==> config.mk <==
export PLATFORM = sky130hd
export DESIGN_NAME = uart_pio_mailbox
export DESIGN_NICKNAME = d
export VERILOG_FILES = /design/src/rtl/uart_pio_mailbox.sv
export SDC_FILE = /design/constraint.sdc
export NUM_CORES = 1
export LEC_CHECK = 0
export BUFFER_PORTS_ARGS = -buffer_cell sky130_fd_sc_hd__clkbuf_2
export CORE_MARGIN = 2
export CORE_UTILIZATION = 51
export CTS_CLUSTER_SIZE = 16
export DETAILED_ROUTE_END_ITERATION = 7
export PLACE_DENSITY = 0.66
export SYNTH_ARGS = -nofsm -noshare
export SYNTH_HDL_FRONTEND = slang
export SYNTH_SLANG_ARGS = --single-unit
==> constraint.sdc <==
create_clock -name clk_clk -period 9.58 [get_ports clk_clk]
set_input_delay 0.479 -clock clk_clk [delete_from_list [all_inputs] [get_ports clk_clk]]
set_output_delay 0.479 -clock clk_clk [all_outputs]
set_load 0.01 [all_outputs]
==> src/rtl/uart_pio_mailbox.sv <==
// uart_pio_mailbox: bridges HPS PIO command/data exports to CHANNELS fabric
// byte streams, each with its own show-ahead TX FIFO and RX FIFO.
//
// Ports
//   clk_clk, reset_reset_n    : clock shared with the HPS PIO, async active-low reset
//   pio_addr                  : channel select (>= CHANNELS is flagged as bad address)
//   pio_wdata                 : byte queued into TX FIFO[addr] on a write toggle
//   pio_cmd[2:0]              : toggle commands {clear-ovf, read, write}
//   pio_rdata                 : byte popped by the last read toggle (0 if RX was empty)
//   pio_status[4:0]           : {bad_addr, ovf, tx_full, rx_nonempty, ack toggle}
//   irq                       : high while any RX FIFO holds data
//   tx_data/tx_valid/tx_ready : per-channel TX streams, channel i at [i*DATA_W +: DATA_W]
//   rx_data/rx_valid          : per-channel RX strobes, no backpressure
module uart_pio_mailbox #(
   parameter int unsigned CHANNELS   = 4,
   parameter int unsigned DATA_W     = 8,
   parameter int unsigned FIFO_DEPTH = 16,
   parameter int unsigned ADDR_W     = 2
) (
   input  logic                         clk_clk,
   input  logic                         reset_reset_n,
   input  logic [ADDR_W-1:0]            pio_addr,
   input  logic [DATA_W-1:0]            pio_wdata,
   input  logic [2:0]                   pio_cmd,
   output logic [DATA_W-1:0]            pio_rdata,
   output logic [4:0]                   pio_status,
   output logic                         irq,
   output logic [CHANNELS*DATA_W-1:0]   tx_data,
   output logic [CHANNELS-1:0]          tx_valid,
   input  logic [CHANNELS-1:0]          tx_ready,
   input  logic [CHANNELS*DATA_W-1:0]   rx_data,
   input  logic [CHANNELS-1:0]          rx_valid
);

   localparam int unsigned PTR_W = $clog2(FIFO_DEPTH);
   localparam int unsigned CNT_W = PTR_W + 1;
   localparam logic [CNT_W-1:0]  CNT_FULL = CNT_W'(FIFO_DEPTH);
   localparam logic [CNT_W-1:0]  CNT_ONE  = CNT_W'(1);
   localparam logic [PTR_W-1:0]  PTR_ONE  = PTR_W'(1);
   localparam logic [ADDR_W:0]   ADDR_LIM = (ADDR_W+1)'(CHANNELS);

   // Command history and edge detection
   logic [2:0]          cmd_hist;
   logic                primed;
   logic [2:0]          cmd_edge;
   logic                addr_ok;

   // Per-channel status, current and post-update
   logic [CHANNELS-1:0] ch_sel;
   logic [CHANNELS-1:0] rx_ne_cur;
   logic [CHANNELS-1:0] rx_ne_nxt;
   logic [CHANNELS-1:0] tx_full_nxt;
   logic [CHANNELS-1:0] ovf_nxt;
   logic [DATA_W-1:0]   rx_head [CHANNELS];

   // Values of the addressed channel
   logic                sel_rx_ne_cur;
   logic                sel_rx_ne_nxt;
   logic                sel_tx_full_nxt;
   logic                sel_ovf_nxt;
   logic [DATA_W-1:0]   sel_head;

   // Registered HPS-facing outputs
   logic                ack_q;
   logic                bad_q;
   logic [2:0]          flags_q;
   logic [DATA_W-1:0]   rdata_q;
   logic                irq_q;

   // No command executes until the history register has captured pio_cmd once.
   assign cmd_edge = primed ? (pio_cmd ^ cmd_hist) : 3'b000;
   assign addr_ok  = ({1'b0, pio_addr} < ADDR_LIM);

   for (genvar i = 0; i < CHANNELS; i++) begin : g_ch
      logic [DATA_W-1:0] tx_mem [FIFO_DEPTH];
      logic [DATA_W-1:0] rx_mem [FIFO_DEPTH];
      logic [PTR_W-1:0]  tx_wp, tx_rp, rx_wp, rx_rp;
      logic [CNT_W-1:0]  tx_cnt, rx_cnt;
      logic [CNT_W-1:0]  tx_cnt_nxt, rx_cnt_nxt;
      logic              ovf;
      logic              wr_req, rd_req, clr_req;
      logic              tx_full, rx_full;
      logic              tx_pop, tx_push, rx_pop, rx_push;
      logic              ovf_set;

      assign ch_sel[i] = addr_ok && (pio_addr == ADDR_W'(i));
      assign wr_req    = cmd_edge[0] && ch_sel[i];
      assign rd_req    = cmd_edge[1] && ch_sel[i];
      assign clr_req   = cmd_edge[2] && ch_sel[i];

      assign tx_full   = (tx_cnt == CNT_FULL);
      assign rx_full   = (rx_cnt == CNT_FULL);

      // A pop in the same cycle frees the slot, so a push into a full FIFO still lands.
      assign tx_pop    = (tx_cnt != '0) && tx_ready[i];
      assign tx_push   = wr_req && (!tx_full || tx_pop);
      assign rx_pop    = rd_req && (rx_cnt != '0);
      assign rx_push   = rx_valid[i] && (!rx_full || rx_pop);

      // Overflow set beats a same-cycle clear.
      assign ovf_set    = (wr_req && tx_full && !tx_pop) || (rx_valid[i] && rx_full && !rx_pop);
      assign ovf_nxt[i] = ovf_set || (ovf && !clr_req);

      // Occupancy after this cycle's push/pop
      always_comb begin
         tx_cnt_nxt = tx_cnt;
         rx_cnt_nxt = rx_cnt;
         if (tx_push && !tx_pop) begin
            tx_cnt_nxt = tx_cnt + CNT_ONE;
         end else if (!tx_push && tx_pop) begin
            tx_cnt_nxt = tx_cnt - CNT_ONE;
         end
         if (rx_push && !rx_pop) begin
            rx_cnt_nxt = rx_cnt + CNT_ONE;
         end else if (!rx_push && rx_pop) begin
            rx_cnt_nxt = rx_cnt - CNT_ONE;
         end
      end

      assign rx_ne_cur[i]   = (rx_cnt != '0);
      assign rx_ne_nxt[i]   = (rx_cnt_nxt != '0);
      assign tx_full_nxt[i] = (tx_cnt_nxt == CNT_FULL);
      assign rx_head[i]     = rx_mem[rx_rp];

      // Show-ahead TX: head is presented while the FIFO holds data
      assign tx_valid[i]                   = (tx_cnt != '0);
      assign tx_data[i*DATA_W +: DATA_W]   = tx_mem[tx_rp];

      // Storage arrays carry no reset; validity comes from the counters.
      always_ff @(posedge clk_clk) begin
         if (tx_push) begin
            tx_mem[tx_wp] <= pio_wdata;
         end
         if (rx_push) begin
            rx_mem[rx_wp] <= rx_data[i*DATA_W +: DATA_W];
         end
      end

      // Pointers, counters and overflow sticky
      always_ff @(posedge clk_clk or negedge reset_reset_n) begin
         if (!reset_reset_n) begin
            tx_wp  <= '0;
            tx_rp  <= '0;
            rx_wp  <= '0;
            rx_rp  <= '0;
            tx_cnt <= '0;
            rx_cnt <= '0;
            ovf    <= 1'b0;
         end else begin
            if (tx_push) tx_wp <= tx_wp + PTR_ONE;
            if (tx_pop)  tx_rp <= tx_rp + PTR_ONE;
            if (rx_push) rx_wp <= rx_wp + PTR_ONE;
            if (rx_pop)  rx_rp <= rx_rp + PTR_ONE;
            tx_cnt <= tx_cnt_nxt;
            rx_cnt <= rx_cnt_nxt;
            ovf    <= ovf_nxt[i];
         end
      end
   end

   // Select the addressed channel's values; a bad address reads as all zero.
   always_comb begin
      sel_rx_ne_cur   = 1'b0;
      sel_rx_ne_nxt   = 1'b0;
      sel_tx_full_nxt = 1'b0;
      sel_ovf_nxt     = 1'b0;
      sel_head        = '0;
      for (int unsigned c = 0; c < CHANNELS; c++) begin
         if (ch_sel[c]) begin
            sel_rx_ne_cur   = rx_ne_cur[c];
            sel_rx_ne_nxt   = rx_ne_nxt[c];
            sel_tx_full_nxt = tx_full_nxt[c];
            sel_ovf_nxt     = ovf_nxt[c];
            sel_head        = rx_head[c];
         end
      end
   end

   // HPS-facing registers; status reflects state after this cycle's updates.
   always_ff @(posedge clk_clk or negedge reset_reset_n) begin
      if (!reset_reset_n) begin
         cmd_hist <= 3'b000;
         primed   <= 1'b0;
         ack_q    <= 1'b0;
         bad_q    <= 1'b0;
         flags_q  <= 3'b000;
         rdata_q  <= '0;
         irq_q    <= 1'b0;
      end else begin
         cmd_hist <= pio_cmd;
         primed   <= 1'b1;
         if (|cmd_edge) begin
            ack_q <= ~ack_q;
            bad_q <= ~addr_ok;
         end
         if (cmd_edge[1] && addr_ok) begin
            rdata_q <= sel_rx_ne_cur ? sel_head : '0;
         end
         flags_q <= {sel_ovf_nxt, sel_tx_full_nxt, sel_rx_ne_nxt};
         irq_q   <= |rx_ne_nxt;
      end
   end

   assign pio_status = {bad_q, flags_q, ack_q};
   assign pio_rdata  = rdata_q;
   assign irq        = irq_q;

endmodule

==> results of run 1 <==
## area by class of cell
class	count	area, µm²	area share
multi-input combinational	1002	12000	0.228
tap	1176	1470	0.0280
sequential	1149	33900	0.645
inverter	64	240	0.00457
clock buffer	155	3170	0.0603
clock inverter	66	878	0.0167
timing repair buffer	158	945	0.0180
## per-stage QoR
step	total power, W	setup WS, ns	cells
after global routing	0.0159	5.13	3770
final	0.0152	5.32	3770
after detailed placement	0.0106	4.88	3545
after CTS	0.0154	5.46	3770
after global placement	0.0105	5.09	3545
after floorplan	0.00931	6.49	2337
## worst reg2reg max path, cell delays in order (launching register included)
cell and delay (ns):
dfrtp_1 0.62, nor3b_1 0.75, nand2_1 0.37, a31oi_1 0.82
nand2_1 0.40, nor3_1 0.92
## power breakdown
group / leakage, nW / switching (W) / internal, W
sequential: 10.7 / 0.000709 / 0.00595
combinational: 4.68 / 0.00185 / 0.00195
clock: 1.94 / 0.00188 / 0.00285
total: 17.3 / 0.00444 / 0.0107
## state kept, by name, indices dropped and copies added, names as in the netlist
register	count
ack_q	1
flags_q	3
g_ch.tx_mem	512
g_ch.tx_cnt	20
irq	1
g_ch.rx_mem	512
g_ch.rx_cnt	20
g_ch.ovf	4
cmd_hist	3
g_ch.rx_wp	16
g_ch.rx_rp	16
g_ch.tx_rp	16
pio_rdata	8
primed	1
g_ch.tx_wp	16
## layout by cell type, fill, tap and decap left out, types with 10 or more instances in the layout
cell	n
a21oi_1	12
and2_1	42
buf_4	51
bufinv_16	19
clkbuf_1	29
clkbuf_16	118
clkbuf_2	102
clkinv_2	17
clkinvlp_4	13
dfrtp_1	112
dfrtp_2	13
edfxtp_1	1024
ha_1	62
inv_1	64
mux2i_1	20
mux4_2	322
nand2_1	81
nand2b_1	12
nand3_1	29
nand4_1	24
nor2_1	94
nor3_1	21
nor3b_1	12
nor4_1	30
o21ai_0	19
o221ai_1	10
xnor2_1	61
xor2_1	19
## logic make-up (layout without fill, tap and decap cells)
logic type	after synthesis	after routing	synth area share
AOI/OAI and AO/OA	113	113	0.0179
buffers and inverters	186	443	0.0156
DFF	1149	1149	0.728
xor gates and xnor gates	80	80	0.0151
muxes	349	349	0.162
and+or+nand+nor	396	396	0.0448
adders and majority gates	62	62	0.0167
other	2	2	0.000161
## final timing paths
path                                         from                             end  slack (ns)  cells past startpoint
worst max-delay path             primed$_DFF_PN0_  g_ch[0].rx_mem[3][4]$_DFFE_PP_        5.32                      5
worst min-delay path                  tx_ready[2]    g_ch[2].tx_rp[0]$_DFFE_PN0N_        0.17                      3
worst max register to register   primed$_DFF_PN0_  g_ch[0].rx_mem[3][4]$_DFFE_PP_        5.32                      5
worst min register to register  ack_q$_DFFE_PN0P_               ack_q$_DFFE_PN0P_        0.48                      1
max in group asynchronous           reset_reset_n    g_ch[3].tx_rp[0]$_DFFE_PN0N_        7.79                      3
min in group asynchronous           reset_reset_n    g_ch[0].rx_wp[1]$_DFFE_PN0P_        0.36                      2
## layer usage
metal  wire, µm  track usage
met5         69            0
met3       6430       0.0435
met4       2010       0.0514
met1      40500        0.299
met2      47300        0.340
==> metrics.md, run 1 <==
| Metric | Value |
|---|---|
| H-tree depth | `3` |
| GRT Util Overall | `0.211` |
| Area of the core | `90300 µm²` |
| Ratio of cells with drive above 1 in the final layout | `0.269` |
| Total CTS buffers | `116` |
| Count of input and output buffers | `103` |
| Top cell type's share of synthesized area | `0.661` |
| Peak Freq | `235 MHz` |
| Slew Limit Fails | `0` |
| Count leader, synth | `edfxtp_1` |
| Top delay family on crit path | `simple AND/OR/NAND/NOR gates` |
| PD cells | `289 nW/µm²` |
| Placed Area | `48500 µm²` |
| CTS root buffer | `clkbuf_16` |
| Worst clock skew | `0.0192 ns` |
| Worst slew margin | `0.128` |
| Crit path buf inv count | `0` |
| Postcts setup bufs | `0` |
| Ys async rst share | `0.109` |
| Mapped Avg Cell Area | `19.9 µm²` |
| Fin crit period | `4.26 ns` |
| RSZ-0062 raised after global routing | `no` |
| Crit share post-route | `0.445` |
| CTS clk-pin slew, worst paths | `0.06 ns` |
| Post-DP HPWL | `62000 µm` |
| Required time worst endpoint | `9.88 ns` |
| Count of cell types in the netlist | `76` |
| Final Cell Area | `52600 µm²` |
| CTS tree | `yes` |
| Critical-path top delay cell | `nor3_1` |
| Post-Syn Area | `46500 µm²` |
| Cell count after synthesis | `2337` |
| Routed vias | `22500` |
| Global-route wire length before repair | `148000 µm` |
| Initial antenna violation count | `5` |
| DRT iter0 DRCs | `2508` |
| FILL cells | `6543` |
| Antenna-violating nets left | `0` |
| Worst setup EP type | `flip-flop` |
| Min-delay worst type | `input pin to flip-flop` |
| Clock Tree Buf Depth | `3` |
| DRC Markers | `0` |
| Worst path cell trace | `nor3b_1, nand2_1, a31oi_1, nand2_1, nor3_1` |
| Die X | `306 µm` |
| Avg WL per Cell | `25.5 µm` |
| Largest net degree at the start of global routing | `65` |
| Grt ovf | `0` |
| Most common cell on crit path | `nand2_1` |
| Worst EP arrival | `4.56 ns` |
| Pre-antenna DRT Iters | `6` |
| Post-synth top area cell | `edfxtp_1` |
| I/O pin cnt | `105` |
| Worst-Skew Late Latency | `0.69 ns` |
| Crit Path Max Fanout | `15` |
| Setup_tns | `0 ns` |
| Count of final setup violators | `0` |
| Synth area leaders | `edfxtp_1, mux4_2, dfrtp_1, ha_1, xnor2_1` |
| Initial cell density of the core | `0.515` |
| Diode count | `0` |
| Syn Nets | `2454` |
| Worst slew pin tran | `1.30 ns` |
| Critical Path Start Type | `flip-flop` |
| Clock Sink Count | `1149` |
| Hold Violations, Final | `0` |
| Via density per instance | `5.98` |
| Ys Warns | `0` |
| Utilization after layout | `0.582` |
| CP peak stage delay | `0.92 ns` |
| # rows | `110` |
| Lkg Pwr | `17.3 nW` |
| Area Overhead vs Synth | `13.0%` |
| EDFF count, synth | `1024` |
| Post-CTS Resized | `0` |
| Routability cong. | `0.840` |
| Status | `finished, final reports clean` |
| Ys flop type | `edfxtp_1` |
| Final wirelength | `96300 µm` |
| Max-cap check violation count | `0` |
| Die ar. | `93700 µm²` |
| Yosys reg bits | `1149` |
| Hold_buf cts | `4` |
| Seq/Total Area, Yosys | `0.728` |
| Worst hold slack | `0.170 ns` |
| Vias in the first global route | `23100` |
| Final nets | `2608` |
| Die height | `306 µm` |
| Post-synth top cells | `edfxtp_1, mux4_2, dfrtp_1` |
| Worst IR Drop VDD | `0.191 mV` |
| Kind of critical path | `flip-flop to flip-flop` |
Note: power is estimated with default switching activity, not from simulation.
==> inputs of run 2 (changes only) <==
==> constraint.sdc (replaced) <==
create_clock -name clk_clk -period 4.1 [get_ports clk_clk]
set_input_delay 0.205 -clock clk_clk [delete_from_list [all_inputs] [get_ports clk_clk]]
set_output_delay 0.205 -clock clk_clk [all_outputs]
set_load 0.01 [all_outputs]
==> metrics.md, run 2 (synthesis gave the netlist of run 1 again) <==
| Metric | Value |
|---|---|
| Worst IR Drop VDD | `0.373 mV (+95%)` |
| Pre-CTS setup slack | `0.613 ns (-4.27 ns)` |
| Utilization after layout | `0.587 (+0.00470)` |
| Most common cell after layout, fill and taps aside | `edfxtp_1` |
| Slew Limit Fails | `0 (unchanged)` |
| Most common cell on crit path | `nand2_1` |
| Internal power | `0.0248 W (+130%)` |
| Grt ovf | `0 (unchanged)` |
| Crit Path Max Fanout | `15 (unchanged)` |
| Status | `finished, final reports clean` |
| FILL cells | `6474 (-1.1%)` |
| Count of final setup violators | `0 (unchanged)` |
| Worst EP arrival | `3.79 ns (-0.77 ns)` |
| Routed vias | `22800 (+1.4%)` |
| Setup_tns | `0 ns (unchanged)` |
| Sw Ratio | `0.296 (+0.00345)` |
| Min-delay worst type | `input pin to async pin` |
| Worst slew pin tran | `0.950 ns (-0.349 ns)` |
| Kind of critical path | `flip-flop to flip-flop` |
| CP peak stage delay | `0.70 ns (-0.22 ns)` |
| Routability cong. | `0.843 (+0.32%)` |
| Total CTS buffers | `114 (-1.7%)` |
| Peak Freq | `289 MHz (+23%)` |
| Count of input and output buffers | `103 (unchanged)` |
| Clock Power Share | `0.300 (-0.011)` |
| Required time worst endpoint | `4.43 ns (-5.45 ns)` |
| Critical-path top delay cell | `nor3b_1` |
| Ratio of cells with drive above 1 in the final layout | `0.269 (about the same)` |
| Logic gate share of total power | `0.256 (+0.006)` |
| Clock Sink Count | `1149 (unchanged)` |
| Pre-antenna DRT Iters | `5 (-1)` |
| DRT iter0 DRCs | `2174 (-13%)` |
| Initial antenna violation count | `7 (+2)` |
| CTS root buffer | `clkbuf_16` |
| Max-cap check violation count | `0 (unchanged)` |
| Area of the core | `90300 µm² (unchanged)` |
| Area Overhead vs Synth | `13.9%` |
| Psw | `0.0104 W (+130%)` |
| I/O pin cnt | `105 (unchanged)` |
| CTS clk-pin slew, worst paths | `0.06 ns (about the same)` |
| Worst setup EP type | `flip-flop` |
| Biggest regs | `g_ch.rx_mem x512, g_ch.tx_mem x512` |
| Avg WL per Cell | `25.3 µm (-0.82%)` |
| Most frequent cells in the layout | `edfxtp_1, mux4_2, clkbuf_16` |
| Post-DP HPWL | `63000 µm (+1.6%)` |
| PD cells | `664 nW/µm² (+130%)` |
| Clock Tree Buf Depth | `3 (unchanged)` |
| Global-route wire length before repair | `148000 µm (+0.23%)` |
| Die height | `306 µm (unchanged)` |
| Final nets | `2678 (+2.7%)` |
| Worst path cell trace | `nor3b_1, nand2_1, a31oi_1, buf_4, nand2_1, nor2_1` |
| CTS tree | `yes` |
| Critical Path Start Type | `flip-flop` |
| Final worst setup slack | `0.639 ns (-4.68 ns)` |
| Die X | `306 µm (unchanged)` |
| Die ar. | `93700 µm² (unchanged)` |
| DRC Markers | `0 (unchanged)` |
| Hold Violations, Final | `0 (unchanged)` |
| GRT Util Overall | `0.211 (about the same)` |
| Fin crit period | `3.46 ns (-0.802 ns)` |
| Via density per instance | `5.95 (-0.39%)` |
| Worst slew margin | `0.362 (+0.235)` |
| Area taken by multi-input logic gates | `12000 µm² (about the same)` |
| # rows | `110 (unchanged)` |
| Worst clock skew | `0.0245 ns (+0.00531 ns)` |
| Final wirelength | `97200 µm (+0.96%)` |
| Antenna-violating nets left | `0 (unchanged)` |
| RSZ-0062 raised after global routing | `no` |
| Initial cell density of the core | `0.515 (unchanged)` |
| Crit share post-route | `0.844 (+0.399)` |
| Worst-Skew Late Latency | `0.70 ns (about the same)` |
| Vias in the first global route | `23600 (+1.9%)` |
| Seq pwr share | `0.443 (+0.004)` |
| H-tree depth | `3 (unchanged)` |
| Seq. cell area | `33900 µm² (about the same)` |
| Largest net degree at the start of global routing | `65 (unchanged)` |
| Lkg Pwr | `17.6 nW (+1.5%)` |
| Post-CTS Resized | `0 (unchanged)` |
| Postcts setup bufs | `0 (unchanged)` |
## run 2: cell count changes in the layout (fill, tap and decap cells not counted), sizes merged
cell and change:
dlygate4sd3 +38, buf +34, clkinv +13, clkbuf -8, clkinvlp -5, bufinv -4, diode +1, inv -1
## run 2: what timing repair did
item	4_1_cts	5_1_grt
hold endpoints to repair	592	0
setup endpoints to repair	0	0
hold buffers	42	0
## run 2: cell type report
class	instances	share of cell area
antenna	1	0.0000472
clock buffer	147	0.0579
clock inverter	69	0.0144
inverter	64	0.00453
multi-input combinational	1002	0.226
sequential	1149	0.640
tap	1176	0.0278
timing repair buffer	230	0.0301
## run 2: routing by layer
metal	global-route usage	part of all wire	up-vias
met2	0.339	0.49	684
met1	0.300	0.43	12000
met4	0.0536	0.022	10
li1	-	-	9966
met3	0.0421	0.060	148
met5	0	0.00071	-
## run 2: final timing paths
check	from	endpoint	slack [ns]	cells after the start
max in group asynchronous	reset_reset_n	g_ch[0].tx_rp[0]$_DFFE_PN0P_	3.08	3
min reg2reg	ack_q$_DFFE_PN0P_	ack_q$_DFFE_PN0P_	0.47	1
min	reset_reset_n	g_ch[0].rx_wp[2]$_DFFE_PN0P_	0.06	2
max reg2reg	primed$_DFF_PN0_	g_ch[0].rx_mem[10][1]$_DFFE_PP_	0.64	6
max	primed$_DFF_PN0_	g_ch[0].rx_mem[10][1]$_DFFE_PP_	0.64	6
min in group clk_clk	tx_ready[1]	g_ch[1].tx_rp[1]$_DFFE_PN0N_	0.06	4
## run 2: power by group through the flow
stage | logic [W] | registers [W] | clock network, W
finish | 0.00903 | 0.0156 | 0.0106
CTS | 0.00916 | 0.0156 | 0.0108
detailed placement | 0.00909 | 0.0159 | 0
global route | 0.00968 | 0.0158 | 0.0112
global placement | 0.00889 | 0.0158 | 0
floorplan | 0.00717 | 0.0146 | 0
## run 2: critical path, delay by kind of cell, from the launching register on
family          cells  cell delay, ns
simple gates        4            1.74
buf+inv             1            0.24
compound gates      1            0.48
flops               1            0.63
## run 2: per-stage QoR
stage	hold WS [ns]	cell area [µm²]	total power (W)	std cells
finish	0.0576	53000	0.0352	3838
global route	0.0413	53000	0.0367	3837
CTS	0.00118	53000	0.0356	3837
detailed placement	0.248	48700	0.0249	3579
global placement	0.233	48700	0.0247	3579
floorplan	-0.0906	46500	0.0217	2337
